**config.mk**
```make
export PLATFORM = sky130hd
export DESIGN_NAME = button_debouncer
export DESIGN_NICKNAME = d
export VERILOG_FILES = /design/src/rtl/button_debouncer.sv
export SDC_FILE = /design/constraint.sdc
export NUM_CORES = 1
export LEC_CHECK = 0
export CORE_ASPECT_RATIO = 1.1
export CORE_UTILIZATION = 51
export DETAILED_ROUTE_END_ITERATION = 10
export PLACE_DENSITY = 0.81
export SYNTH_ARGS = -nofsm -noshare
export SYNTH_HDL_FRONTEND = slang
export SYNTH_SLANG_ARGS = --single-unit
export TNS_END_PERCENT = 1
```
**constraint.sdc**
```tcl
create_clock -name clk -period 2 [get_ports clk]
set_clock_uncertainty 0.2 [all_clocks]
set_input_delay 0.4 -clock clk [delete_from_list [all_inputs] [get_ports clk]]
set_output_delay 0.4 -clock clk [all_outputs]
set_load 0.01 [all_outputs]
```
**src/rtl/button_debouncer.sv**
```systemverilog
// ---------------------------------------------------------------------------
// button_debouncer
//
// Turns a raw, asynchronous, bouncing pushbutton or switch into a clean level
// in the clk domain. It also produces one-cycle rise/fall strobes that line
// up with every change of that level.
//
// The raw input first passes through a two-flop synchronizer (btn -> s1 -> s2).
// A four-state FSM then watches s2. `level` changes only after STABLE_CYCLES
// consecutive s2 samples have differed from it. Any sample that agrees with
// the current level restarts qualification from zero. The delay from a settled
// btn change to the change of `level` is 2 + STABLE_CYCLES rising edges.
//
// Parameters:
//   STABLE_CYCLES  consecutive differing samples needed to flip `level`
//                  (legal range 2 .. 2**CNT_W-1)
//   CNT_W          width of the stability counter
//
// Ports:
//   clk     system clock; all state changes on its rising edge
//   rst_n   asynchronous, active-low reset
//   btn     raw asynchronous button/switch input
//   level   debounced level (registered)
//   rise    one-cycle pulse coincident with level going 0->1 (registered)
//   fall    one-cycle pulse coincident with level going 1->0 (registered)
//   toggle  only with BUTTON_DEBOUNCER_TOGGLE_EN defined: flips on every
//           rise, giving push-on/push-off behaviour (registered)
//
// Optional feature macro: BUTTON_DEBOUNCER_TOGGLE_EN
// ---------------------------------------------------------------------------
module button_debouncer #(
    parameter int STABLE_CYCLES = 50000,
    parameter int CNT_W         = 16
) (
    input  logic clk,
    input  logic rst_n,
    input  logic btn,
    output logic level,
    output logic rise,
    output logic fall
`ifdef BUTTON_DEBOUNCER_TOGGLE_EN
    ,
    output logic toggle
`endif
);

    typedef enum logic [1:0] {
        IDLE_LO,
        WAIT_HI,
        IDLE_HI,
        WAIT_LO
    } state_t;

    // Terminal count: reaching it on a differing sample means that sample is
    // the STABLE_CYCLES-th in a row, so the commit happens on this edge.
    localparam logic [CNT_W-1:0] CNT_MAX = CNT_W'(STABLE_CYCLES - 1);
    localparam logic [CNT_W-1:0] CNT_ONE = CNT_W'(1);

    logic             s1;
    logic             s2;
    state_t           state;
    state_t           state_next;
    logic [CNT_W-1:0] cnt;
    logic [CNT_W-1:0] cnt_next;
    logic             level_next;
    logic             rise_next;
    logic             fall_next;

    // Two-flop synchronizer. s2 is the only form of btn that the FSM sees.
    always_ff @(posedge clk or negedge rst_n) begin
        if (!rst_n) begin
            s1 <= 1'b0;
            s2 <= 1'b0;
        end else begin
            s1 <= btn;
            s2 <= s1;
        end
    end

    // State, counter and output registers. The outputs come from next-state
    // decode, so they change on the same edge as the state they describe.
    always_ff @(posedge clk or negedge rst_n) begin
        if (!rst_n) begin
            state <= IDLE_LO;
            cnt   <= '0;
            level <= 1'b0;
            rise  <= 1'b0;
            fall  <= 1'b0;
        end else begin
            state <= state_next;
            cnt   <= cnt_next;
            level <= level_next;
            rise  <= rise_next;
            fall  <= fall_next;
        end
    end

    // Next-state logic. The first differing sample already counts as 1, and
    // one sample that agrees with the level drops back to IDLE. This holds
    // even on the cycle that would have committed.
    always_comb begin
        state_next = state;
        cnt_next   = cnt;
        rise_next  = 1'b0;
        fall_next  = 1'b0;
        case (state)
            IDLE_LO: begin
                if (s2) begin
                    state_next = WAIT_HI;
                    cnt_next   = CNT_ONE;
                end else begin
                    cnt_next   = '0;
                end
            end
            WAIT_HI: begin
                if (!s2) begin
                    state_next = IDLE_LO;
                    cnt_next   = '0;
                end else if (cnt == CNT_MAX) begin
                    state_next = IDLE_HI;
                    cnt_next   = '0;
                    rise_next  = 1'b1;
                end else begin
                    cnt_next   = cnt + CNT_ONE;
                end
            end
            IDLE_HI: begin
                if (!s2) begin
                    state_next = WAIT_LO;
                    cnt_next   = CNT_ONE;
                end else begin
                    cnt_next   = '0;
                end
            end
            WAIT_LO: begin
                if (s2) begin
                    state_next = IDLE_HI;
                    cnt_next   = '0;
                end else if (cnt == CNT_MAX) begin
                    state_next = IDLE_LO;
                    cnt_next   = '0;
                    fall_next  = 1'b1;
                end else begin
                    cnt_next   = cnt + CNT_ONE;
                end
            end
            default: begin
                state_next = IDLE_LO;
                cnt_next   = '0;
            end
        endcase
        level_next = (state_next == IDLE_HI) || (state_next == WAIT_LO);
    end

`ifdef BUTTON_DEBOUNCER_TOGGLE_EN
    // Push-on/push-off: flips on the same edge that rise goes high.
    always_ff @(posedge clk or negedge rst_n) begin
        if (!rst_n) begin
            toggle <= 1'b0;
        end else if (rise_next) begin
            toggle <= ~toggle;
        end
    end
`endif

endmodule

```
==> results.toml <==
[outcome]
status = "finished, violations left"
failed_checks = "negative setup slack"

[setup_path]
critical_path_class = "register to register"
crit_path_max_incr_delay_ns = 0.54
cp-startpoint = "cnt[12]"
cpMaxStageDelayCell = "or4b_4"
cp.arrival_ns = 2.10
path_delay_family = "simple AND/OR/NAND/NOR gates"
start_kind = "register"
crit_path_end = "state[1]"
r2r_cells = 3
required_ns = 2.01
path_max_fanout = 4
worstSetupEndpointType = "register"
worstReg2RegStart = "cnt[12]"
rrSetupSlack_ns = -0.09
worst-path-stages = 3
cp_num_buf_inv = 0
r2r-end = "state[1]"
cp_cell_sequence = "or4b_4 -> or4_4 -> mux2_4"

[logic_synthesis]
synth_edf_count = 0
synthDistinctLibCells = 23
syn_area_mm2 = 0.001045
synthArstFlopShare_pct = 100.0
synth.most_common_cell = "dfrtp_1"
netlist_top_cells_area = "dfrtp_1 (55%), xnor2_1 (9.2%), nor2_1 (5.7%)"
synth-seq-cells = 23
synthCells = 98
netlist.area_leader.share_pct = 55.09
ys_warn_count = 0
synth_common_cells = "dfrtp_1 (23), nor2_1 (16), xnor2_1 (11)"
syn_nets = 102
ys_seq_area_share_pct = 55.09
yosysTopAreaCell = "dfrtp_1"
syn_area_per_cell_um2 = 10.66
synth-main-ff-cell = "dfrtp_1"

[sta]
timing.final.crit_share_pct = 104.7
setup_viol = 5
rsz0062_at_grt = "yes"
fin_ws_ns = -0.09423
worstMarginPinSlew_ns = 0.3498
timing.fmax_mhz = 477.5
hold_violations = 0
finalMaxSlewViolations = 0
period_needed_ns = 2.094
slew_headroom_pct = 76.46

[grt]
grtUsageTotal_pct = 20.75
antenna_found_initial = 0
grt_pass1_vias = 791
grt_overflow = 0
grt_pass1_wl_um = 3222
grt_max_degree = 24

[final_layout]
fillers = 151
fin_area_mm2 = 0.001294
multi_input_area_um2 = 467.9
area_growth_pct = 23.83
drive_gt1_share_pct = 25.62
fin_nets = 126
antenna_cells = 0
seq_area_um2 = 575.6

[route]
wl_um = 1871
dr_total_vias = 773
drtIter0Drc = 17
vias_per_cell = 5.223
drtPass1Iterations = 4
ant_nets = 0
drc_errors = 0
wl_per_cell_um = 12.64

[placed_design]
dpl.hpwl_um = 1346
io_buffer_count = 5
gp_congestion = 0.7984
dpl_cell_area_mm2 = 0.001220

[floorplan]
num_rows = 16
die_x_um = 45.16
die_area_mm2 = 0.002234
fp.coreArea_mm2 = 0.001842
initial_core_util_pct = 56.73
die_y_um = 49.47
ioPinCount = 6

[clocking]
cts_tree = "yes"
cts.path.max_buffers = 2
cts-buffers-inserted = 3
clock_sinks = 23
cts.reportedPaths.clkPinSlew_ns = 0.12
cts_root_buffer = "clkbuf_4"
h-tree-depth = 1
worstSkewPairLatency_ns = 0.31

[min_path]
hp-class = "register to register"
hp-start = "s1"

[job]
maxCapViolCount = 0

[pwr]
power_leakage_nw = 0.5401
power_density_mw_per_mm2 = 549.0
total_power_uw = 710.3
vdd_drop_max_v = 0.0004275
[metrics by stage]
| step | utilization (%) | hold WS, ns | TNS [ns] | setup slack, ns | instances |
|---|---|---|---|---|---|
| floorplan | - | -0.09559 | -0.4431 | -0.1429 | 98 |
| global placement | 66.24 | 0.1328 | -0.4669 | -0.1024 | 141 |
| detailed placement | 66.24 | 0.1347 | -0.7514 | -0.1594 | 141 |
| CTS | 68.68 | 0.1631 | -0.3567 | -0.08808 | 145 |
| global route | 70.24 | 0.1768 | -0.5021 | -0.1114 | 148 |
| finish | 70.24 | 0.1609 | -0.3956 | -0.09423 | 148 |
[logic make-up (layout without fill, tap and decap cells)]
kind of cell / after synthesis / after routing / share of synthesized area [%]
compound gates: 3 / 3 / 1.916
xor+xnor: 14 / 14 / 11.74
fa+ha+maj: 1 / 1 / 1.197
buf+inv: 6 / 29 / 2.395
flops: 23 / 23 / 55.09
mux: 2 / 2 / 2.874
simple gates: 49 / 49 / 24.79
[flip-flops by register name, indices dropped and copies added, names as in the netlist]
name and flops:
state 2, s2 1, level 1, s1 1
fall 1, rise 1, cnt 16
[layout make-up]
| class | count | share of cell area, % |
|---|---|---|
| Clock inverter | 1 | 0.3868 |
| Multi-Input combinational cell | 69 | 36.17 |
| Tap cell | 27 | 2.611 |
| Sequential cell | 23 | 44.49 |
| Clock buffer | 3 | 1.741 |
| Timing Repair Buffer | 22 | 13.73 |
| Inverter | 3 | 0.8704 |
[how the worst min path moves through the flow]
stage	to	cells after the start	slack [ns]
2_1_floorplan	cnt[0]	0	-0.1
3_3_place_gp	s2	0	0.13
3_5_place_dp	s2	0	0.13
4_1_cts	s2	0	0.16
5_1_grt	s2	0	0.18
6_report	s2	0	0.16
[layout by cell type, fill, tap and decap left out]
cell type	instances
dfrtp_1	23
or4b_4	2
buf_4	17
nand4_1	4
o31ai_1	1
mux2_4	2
or2_2	1
a21oi_1	1
or4_1	1
xor2_1	3
clkinv_2	1
nor3_1	4
nand4b_1	1
nand3_1	6
clkbuf_4	3
or2_4	1
a21boi_1	1
nor4_1	4
and2_4	1
inv_1	3
clkdlybuf4s50_1	5
or4_4	1
nor2_1	16
nand2_1	5
nor3b_2	2
xnor2_1	11
ha_1	1
[power breakdown]
part	internal [mW]	switching, mW	leakage (nW)
clock	0.0747	0.131	0.0177
sequential	0.471	0.00474	0.312
combinational	0.0119	0.0174	0.210
total	0.557	0.153	0.540
[routing by layer]
metal	share of wire (%)	global-route usage [%]
met1	46	26.10
met2	50	32.13
met3	2.0	4.396
met4	2.2	12.12
met5	0	0
[what timing repair did]
item | in CTS | in global routing
pin swaps | 3 | 2
buffers inserted | 0 | 3
gates cloned | 0 | 0
gates resized for setup | 4 | 2
hold buffers | 0 | 0
setup endpoints to repair | 6 | 19
(Power assumes the default switching activity.)
